<file path="config.mk">
export PLATFORM = sky130hd
export DESIGN_NAME = gpr_mp_flat
export DESIGN_NICKNAME = d
export VERILOG_FILES = /design/src/rtl/gpr_mp_if.sv /design/src/rtl/gpr_mp.sv /design/src/flat_wrapper.sv
export SDC_FILE = /design/constraint.sdc
export NUM_CORES = 1
export LEC_CHECK = 0
export CORE_MARGIN = 4
export CORE_UTILIZATION = 53
export CTS_BUF_LIST = sky130_fd_sc_hd__clkbuf_8
export DETAILED_ROUTE_END_ITERATION = 10
export PLACE_DENSITY = 0.69
export SYNTH_ARGS = -nofsm -noshare
export SYNTH_HDL_FRONTEND = slang
export SYNTH_SLANG_ARGS = --single-unit
export TNS_END_PERCENT = 100
</file>
<file path="constraint.sdc">
create_clock -name clk -period 3.35 [get_ports clk]
set_input_delay 0.67 -clock clk [delete_from_list [all_inputs] [get_ports clk]]
set_output_delay 0.67 -clock clk [all_outputs]
set_load 0.03 [all_outputs]
</file>
<file path="src/rtl/gpr_mp_if.sv">
`default_nettype none
// ============================================================================
// Module      : gpr_mp_if
// Description : Write/read/status bundle for the gpr_mp register file.
// Revision    : 1.0 - initial release
// ============================================================================
interface gpr_mp_if #(
    parameter int DATA_W = 32,
    parameter int ADDR_W = 5,
    parameter int NUM_RD = 2
);
    logic                       clr;
    logic                       we;
    logic [ADDR_W-1:0]          wr_addr;
    logic [DATA_W-1:0]          wr_data;
    logic [NUM_RD*ADDR_W-1:0]   rd_addr;
    logic [NUM_RD*DATA_W-1:0]   rd_data;
    logic                       busy;
    logic                       wr_drop;

    modport master (
        output clr, we, wr_addr, wr_data, rd_addr,
        input  rd_data, busy, wr_drop
    );

    modport slave (
        input  clr, we, wr_addr, wr_data, rd_addr,
        output rd_data, busy, wr_drop
    );
endinterface
`default_nettype wire

</file>
<file path="src/rtl/gpr_mp.sv">
`default_nettype none
// ============================================================================
// Module      : gpr_mp
// Description : Multi-read-port register file with optional zero register,
//               write bypass and a sequential clear walk after reset/clr.
// Revision    : 1.0 - initial release
// ============================================================================
module gpr_mp #(
    parameter int DATA_W   = 32,
    parameter int ADDR_W   = 5,
    parameter int NUM_RD   = 2,
    parameter int ZERO_REG = 1,
    parameter int BYPASS   = 1
) (
    input  logic      clk,
    input  logic      reset,
    gpr_mp_if.slave   bus
);
    localparam int                c_depth     = 2 ** ADDR_W;
    localparam logic [0:0]        c_idle      = 1'b0;
    localparam logic [0:0]        c_clear     = 1'b1;
    localparam logic [ADDR_W-1:0] c_last_addr = {ADDR_W{1'b1}};

    logic [0:0]        r_state;
    logic [0:0]        w_state_nxt;
    logic [ADDR_W-1:0] r_cnt;
    logic [ADDR_W-1:0] w_cnt_nxt;
    logic              r_wr_drop;
    logic              w_wr_drop_nxt;
    logic              w_busy;
    logic              w_zero_hit;
    logic              w_wr_ok;
    logic              w_mem_we;
    logic [ADDR_W-1:0] w_mem_addr;
    logic [DATA_W-1:0] w_mem_data;
    logic [DATA_W-1:0] r_mem [c_depth];

    assign w_busy     = (r_state == c_clear);
    assign w_zero_hit = (ZERO_REG != 0) && (bus.wr_addr == '0);
    // A user write that actually lands in the array this cycle.
    assign w_wr_ok    = bus.we && !w_busy && !w_zero_hit;

    always_ff @(posedge clk) begin
        if (reset) begin
            r_state   <= c_clear;
            r_cnt     <= '0;
            r_wr_drop <= 1'b0;
        end else begin
            r_state   <= w_state_nxt;
            r_cnt     <= w_cnt_nxt;
            r_wr_drop <= w_wr_drop_nxt;
        end
    end

    always_comb begin
        w_state_nxt   = r_state;
        w_cnt_nxt     = r_cnt;
        w_wr_drop_nxt = 1'b0;
        w_mem_we      = 1'b0;
        w_mem_addr    = bus.wr_addr;
        w_mem_data    = bus.wr_data;
        case (r_state)
            c_idle: begin
                w_mem_we      = w_wr_ok;
                w_wr_drop_nxt = bus.we && w_zero_hit;
                if (bus.clr) begin
                    w_state_nxt = c_clear;
                    w_cnt_nxt   = '0;
                end
            end
            default: begin
                w_wr_drop_nxt = bus.we;
                if (bus.clr) begin
                    w_cnt_nxt = '0;
                end else begin
                    // The walk owns the single write port while clearing.
                    w_mem_we   = 1'b1;
                    w_mem_addr = r_cnt;
                    w_mem_data = '0;
                    w_cnt_nxt  = r_cnt + 1'b1;
                    if (r_cnt == c_last_addr) begin
                        w_state_nxt = c_idle;
                    end
                end
            end
        endcase
    end

    always_ff @(posedge clk) begin
        if (w_mem_we && !reset) begin
            r_mem[w_mem_addr] <= w_mem_data;
        end
    end

    generate
        for (genvar k = 0; k < NUM_RD; k++) begin : g_rd
            logic [ADDR_W-1:0] w_addr;
            logic [DATA_W-1:0] w_data;

            assign w_addr = bus.rd_addr[k*ADDR_W +: ADDR_W];

            always_comb begin
                if (w_busy) begin
                    w_data = '0;
                end else if ((ZERO_REG != 0) && (w_addr == '0)) begin
                    w_data = '0;
                end else if ((BYPASS != 0) && w_wr_ok && (w_addr == bus.wr_addr)) begin
                    w_data = bus.wr_data;
                end else begin
                    w_data = r_mem[w_addr];
                end
            end

            assign bus.rd_data[k*DATA_W +: DATA_W] = w_data;
        end
    endgenerate

    assign bus.busy    = w_busy;
    assign bus.wr_drop = r_wr_drop;
endmodule
`default_nettype wire

</file>
<file path="src/flat_wrapper.sv">
// flat-port wrapper written by rule: the top's interface ports become plain ports
module gpr_mp_flat 
#(
    parameter int DATA_W   = 32,
    parameter int ADDR_W   = 5,
    parameter int NUM_RD   = 2,
    parameter int ZERO_REG = 1,
    parameter int BYPASS   = 1
)
  (clk, reset, bus_clr, bus_we, bus_wr_addr, bus_wr_data, bus_rd_addr, bus_rd_data, bus_busy, bus_wr_drop);
  gpr_mp_if #(.DATA_W(DATA_W), .ADDR_W(ADDR_W), .NUM_RD(NUM_RD)) bus_i ();
  input  logic clk;
  input  logic reset;
  input wire logic [$bits(bus_i.clr)-1:0] bus_clr;
  input wire logic [$bits(bus_i.we)-1:0] bus_we;
  input wire logic [$bits(bus_i.wr_addr)-1:0] bus_wr_addr;
  input wire logic [$bits(bus_i.wr_data)-1:0] bus_wr_data;
  input wire logic [$bits(bus_i.rd_addr)-1:0] bus_rd_addr;
  output wire logic [$bits(bus_i.rd_data)-1:0] bus_rd_data;
  output wire logic [$bits(bus_i.busy)-1:0] bus_busy;
  output wire logic [$bits(bus_i.wr_drop)-1:0] bus_wr_drop;
  assign bus_i.clr = bus_clr;
  assign bus_i.we = bus_we;
  assign bus_i.wr_addr = bus_wr_addr;
  assign bus_i.wr_data = bus_wr_data;
  assign bus_i.rd_addr = bus_rd_addr;
  assign bus_rd_data = bus_i.rd_data;
  assign bus_busy = bus_i.busy;
  assign bus_wr_drop = bus_i.wr_drop;
  gpr_mp #(.DATA_W(DATA_W), .ADDR_W(ADDR_W), .NUM_RD(NUM_RD), .ZERO_REG(ZERO_REG), .BYPASS(BYPASS)) u_core (.clk(clk), .reset(reset), .bus(bus_i));
endmodule
</file>
After elaboration in Yosys (flattened, before gate mapping) --
Memories as Yosys holds them, arrays and structs flattened. Cells that the tools add are included.
Word-level totals: flip-flop bits (word level) 7, latch bits 0, memory bits (writable) 1024, bits in read-only memories 0, input bits 51, output and inout bits 66, word-level logic and storage cells 43, memories kept 1
Memory list:
- u_core.r_mem | words 32, width 32, rd ports 2, clocked after Yosys merged registers in 0, wr ports 1, line gpr_mp.sv:36 | logic [DATA_W-1:0] r_mem [c_depth];
Cells by class: $add $sub $neg 1, $mul 0, divide/modulo/power cells 0, $lt $le $gt $ge 0, equal/unequal tests 3, shifts and indexed selects 0, multiplexer cells 22, bitwise logic cells 0, reductions and logical operators 13
Operators with widths (number):
- 32-bit 2-to-1 mux | 8
- 5-bit 2-to-1 mux | 5
- 5-bit logical NOT | 3
- 5-bit == test | 2
- 1-bit 2-to-1 mux | 9
- 1-bit logical AND | 6
- 5-bit by 1-bit adder with 5-bit output, second input constant | 1
- 5-bit == test, second input constant | 1
- 1-bit logical NOT | 3
- 2-bit nonzero test | 1

Depth between registers and ports, before layout --
Gate-level depths: netlist of the first run.
word-level depth 7, gate-level depth with buffers 9, depth with buffers taken out 5

Least setup slack after synthesis of the first run --
No wires, ideal clock.
path kind input to register, from input bus_wr_addr[3], to memory u_core.r_mem[0][0], enable pin, arrival time 3.207 ns, path slack -0.278 ns, stages on the path 7, path through buf_2 or4_4 o21ai_4 o32a_1 or3b_1 clkbuf_1 nor2_1
Between the ends: word-level cells in the longest chain between the ends 7, elaborated cells on any way between the ends 9, those cells by class mux (5); reduce/logical (4)
Ends and longest elaborated chain:
- start: declaration | line flat_wrapper.sv:16 | input wire logic [$bits(bus_i.wr_addr)-1:0] bus_wr_addr;
- 5-bit logical NOT | line gpr_mp.sv:39 | assign w_zero_hit = (ZERO_REG != 0) && (bus.wr_addr == '0);
- 1-bit logical NOT | line gpr_mp.sv:41 | assign w_wr_ok = bus.we && !w_busy && !w_zero_hit;
- 1-bit logical AND | line gpr_mp.sv:41
- 1-bit 2-to-1 mux | line gpr_mp.sv:62 | case (r_state)
- 1-bit logical AND | line gpr_mp.sv:90 | if (w_mem_we && !reset) begin
- 1-bit 2-to-1 mux | line gpr_mp.sv:90
- 1-bit 2-to-1 mux (not written as such) | line gpr_mp.sv:91 | r_mem[w_mem_addr] <= w_mem_data;
- end: declaration | line gpr_mp.sv:36
Parallel ways exist; a longest one is shown, timed or not.

==> results of run 1 <==
## final cells by class
cell class	instances	area [um^2]	share of cell area
inverter	4	15.0	0.000246
tap	1176	1470	0.0241
clock inverter	116	648	0.0106
sequential	1031	30900	0.507
clock buffer	174	2390	0.0393
multi-input combinational	1468	17600	0.288
antenna	4	10.0	0.000164
timing repair buffer	642	7960	0.131
## synth_stat cells, drive strengths merged (2+ instances only)
master  count  area [um^2]
ha          2         25.0
a221o      64          641
nand3b     11         82.6
nor2       62          233
edfxtp   1024        30700
o221ai    110          963
a21oi      75          375
or2         3         18.8
a22oi     128          961
mux4      352         7930
nand2b      7         43.8
xor2        2         17.5
nor2b      23          144
a211oi     41          308
buf       130          679
and2       40          250
mux2i     332         3320
dfxtp       7          140
o22ai      77          482
nor3b       2         20.0
nor3       16         85.1
inv         4         15.0
nand3      14         70.1
nor4        8         50.1
clkbuf    105          399
xnor2      11         96.3
o21ai       9         56.3
or3         2         12.5
nand2      64          240
## per-stage QoR
step	worst slack, ns	utilization	cells	hold slack, ns	cell area (um^2)
floorplan	-0.278	-	2738	0.509	48600
global placement	-0.471	0.623	4270	0.543	56300
detailed placement	-0.507	0.623	4270	0.580	56300
CTS	-0.144	0.667	4582	0.261	60400
global route	-0.189	0.674	4612	0.335	60900
finish	-0.102	0.674	4615	0.316	60900
## cell families (layout without fill, tap and decap cells)
family	after synthesis	count (layout)	share of synthesized area
flops	1031	1031	0.636
mux	685	685	0.232
compound gates	511	511	0.0797
simple gates	257	257	0.0266
buf+inv	239	936	0.0225
xor+xnor	13	13	0.00235
fa+ha+maj	2	2	0.000515
other cells	0	4	0
## flip-flops by register name (all words and copies together) (netlist names)
register / flops
u_core.r_mem: 1024
u_core.r_cnt: 5
u_core.bus.busy: 1
u_core.bus.wr_drop: 1
## how the worst max path moves through the flow
stage,end,slack (ns),cells after the start
finish,bus_rd_data[4],-0.10,6
global placement,bus_rd_data[40],-0.47,9
global route,bus_rd_data[13],-0.19,10
CTS,bus_rd_data[13],-0.14,10
detailed placement,bus_rd_data[49],-0.51,9
floorplan,u_core.r_mem[0][0]$_DFFE_PP_,-0.28,7
## power by group through the flow
| stage | Sequential, uW | Combinational [uW] | Clock (uW) |
|---|---|---|---|
| 6_report | 14300 | 2990 | 10300 |
| 3_3_place_gp | 14500 | 2730 | 0 |
| 4_1_cts | 14300 | 2840 | 10300 |
| 5_1_grt | 14300 | 3070 | 11000 |
| 2_1_floorplan | 14500 | 1410 | 0 |
| 3_5_place_dp | 14500 | 2760 | 0 |
## timing repair
action,CTS,global route
cloned,7,6
pin swaps,43,28
setup endpoints to repair,64,64
buffers inserted,16,26
resized for setup,166,54
## routing by layer
layer  vias up  GRT usage  wire, um
li1      13000          -         -
met1     17100      0.460     59100
met2      2941      0.516     76700
met3       511      0.119     25600
met4         0      0.152      7930
met5         -          0         0
## worst reg2reg max path: stages, from the launching register on
cell                       delay (ns)
sky130_fd_sc_hd__dfxtp_2         0.32
sky130_fd_sc_hd__buf_4           0.21
sky130_fd_sc_hd__nand2b_2        0.13
sky130_fd_sc_hd__buf_4           0.22
sky130_fd_sc_hd__buf_4           0.38
sky130_fd_sc_hd__and2_1          0.91
==> run summary, run 1 <==
CRITICAL PATH
---------------------------------------------------------------------------------------
Start point of the critical path ......................................... u_core.r_mem[5][4]$_DFFE_PP_
Stage delay of the slowest cell on the critical path .....................      0.50 ns
Critical path capture point type .........................................   output pin
CP bufs+invs .............................................................            2
Kind of launch point of the worst setup path .............................    flip-flop
Critical-path maximum fanout .............................................            2
Worst Setup Path Type .................................................... flip-flop to output pin
Cell-by-cell listing of the critical path ................................ mux4_2 > a22oi_2 > buf_4 > nand2_1 > a221o_1 > buf_12
Family with the most delay on the worst path ............................. compound AO/OA/AOI/OAI gates
Critical path's slowest cell ............................................. sky130_fd_sc_hd__mux4_2
Data arrival time of the critical path ...................................      2.78 ns
Reg-to-reg setup timing slack ............................................      0.78 ns
Capturing point of the worst reg2reg path ................................ u_core.r_mem[26][9]$_DFFE_PP_
RR Startpoint ............................................................ u_core.bus.busy$_SDFF_PP1_
Cell depth of the worst flop-to-flop path ................................            5
Required time worst endpoint .............................................      2.68 ns

GRT
---------------------------------------------------------------------------------------
Via count of the first global-routing pass ...............................        33.2k
Grt total ovfl ...........................................................            0
First-pass GRT wire length ...............................................       238 mm
Aggregate global-route resource usage ....................................        0.343
Largest net degree at the start of global routing ........................           40
Antenna violations before repair .........................................            4

TIMING
---------------------------------------------------------------------------------------
Worst clock skew .........................................................    0.0402 ns
Slew at the pin closest to its max-slew limit ............................      1.14 ns
Unrepaired setup endpoints after global routing ..........................         true
Time the worst path needs with I/O delays and setup ......................      3.45 ns
Number of failing setup endpoints in the final timing report .............           60
Achievable Freq ..........................................................      290 MHz
Max-slew violation count .................................................            0
Final sum of negative setup slack ........................................     -4.23 ns
Final worst setup slack ..................................................    -0.102 ns
Final hold vios ..........................................................            0
Period utilisation layout ................................................         1.03
Worst-case headroom to the max-slew limit ................................        0.240

PWR
---------------------------------------------------------------------------------------
Sw Share .................................................................        0.245
Switching power ..........................................................      6740 uW
Leakage ..................................................................    0.0211 uW
Combinational Power Share ................................................        0.109
Overall power ............................................................     27500 uW
Clock power frac .........................................................        0.373
Internal power ...........................................................     20800 uW
Share of total power in sequential cells .................................        0.518
Worst supply voltage drop on vdd .........................................       357 uV
Power density of the placed cells ........................................  452 nW/um^2

SYNTH
---------------------------------------------------------------------------------------
Total nets after synthesis ...............................................         2791
Cell count after synthesis ...............................................         2738
Cell area after technology mapping .......................................   48500 um^2
Number of enable-type register cells in the synthesized netlist ..........         1024
Number of register bits inferred by synthesis ............................         1031
Avg Cell Area, Syn .......................................................    17.7 um^2
Top_reg_cell synth ....................................................... sky130_fd_sc_hd__edfxtp_1
Fraction of registers with async set/reset ...............................            0
Sequential share of the synthesized area .................................        0.636
Number of synthesis warnings .............................................            0
Number of library cell types mapped by synthesis .........................           49

DIE
---------------------------------------------------------------------------------------
Row cnt ..................................................................          110
Vertical extent of the die ...............................................       311 um
Initial Utilization ......................................................        0.537
I/O pin total ............................................................          117
Horizontal die dimension .................................................       311 um
Total core area ..........................................................   90400 um^2
Die area .................................................................   96500 um^2

ROUTE
---------------------------------------------------------------------------------------
Initial DRT Pass Iterations ..............................................            5
Total length of routed wires .............................................       169 mm
Routed vias ..............................................................        33.6k
Routed via count divided by cell count ...................................         7.27
DRC viols ................................................................            0
Number of violations reported at the end of detailed-routing iteration 0 .         5180
Average routed wire per standard cell ....................................      36.7 um
Remaining number of nets flagged by the antenna check after routing ......            0

WORST HOLD PATH
---------------------------------------------------------------------------------------
Hold Path Cell Cnt .......................................................            3
Worst min-delay path category ............................................ primary input to flip-flop
Destination of the worst hold path ....................................... u_core.bus.wr_drop$_SDFF_PP0_
Min-delay src ............................................................       bus_we

CLOCK NETWORK
---------------------------------------------------------------------------------------
Maximum clock insertion buffer count .....................................            3
TritonCTS clock tree .....................................................        built
Inserted Clock Buffers ...................................................          166
CTS clock-pin slew for the worst setup and hold paths ....................      0.07 ns
CTS H-tree depth .........................................................            4
Clock Sinks ..............................................................         1031
Clock latency on the worst-skew pair .....................................      0.84 ns
CTS root buffer .......................................................... sky130_fd_sc_hd__clkbuf_8
Count of hold buffers inserted by post-cts repair ........................            0

FLOW RUN
---------------------------------------------------------------------------------------
Number of max-cap violations .............................................            0

FINISH
---------------------------------------------------------------------------------------
Leading cell type in the layout, fill and taps excluded .................. sky130_fd_sc_hd__edfxtp_1
Most used cells in the layout excluding fill and tap cells ............... 1024 x sky130_fd_sc_hd__edfxtp_1, 352 x sky130_fd_sc_hd__mux4_2, 346 x sky130_fd_sc_hd__buf_4
Layout cells sized above 1 ...............................................        0.385
Layout Nets ..............................................................         3366
Signed area change from the synthesized netlist to the final layout ......        25.5%
Fill cell count ..........................................................         5766

PLACE
---------------------------------------------------------------------------------------
Detailed placer's ending HPWL ............................................       105 mm
Number of port buffers ...................................................          116
Final GP Congestion ......................................................        0.932

RUN STATUS
---------------------------------------------------------------------------------------
Failing checks ........................................................... negative setup slack
Status ................................................................... finished, violations left

(Power assumes the default switching activity.)
==> inputs of run 2 (changes only) <==
- CTS_CLUSTER_DIAMETER: not set -> 80
==> results of run 2 <==
The final DEF is identical to that of run 1; final timing and power are the same.
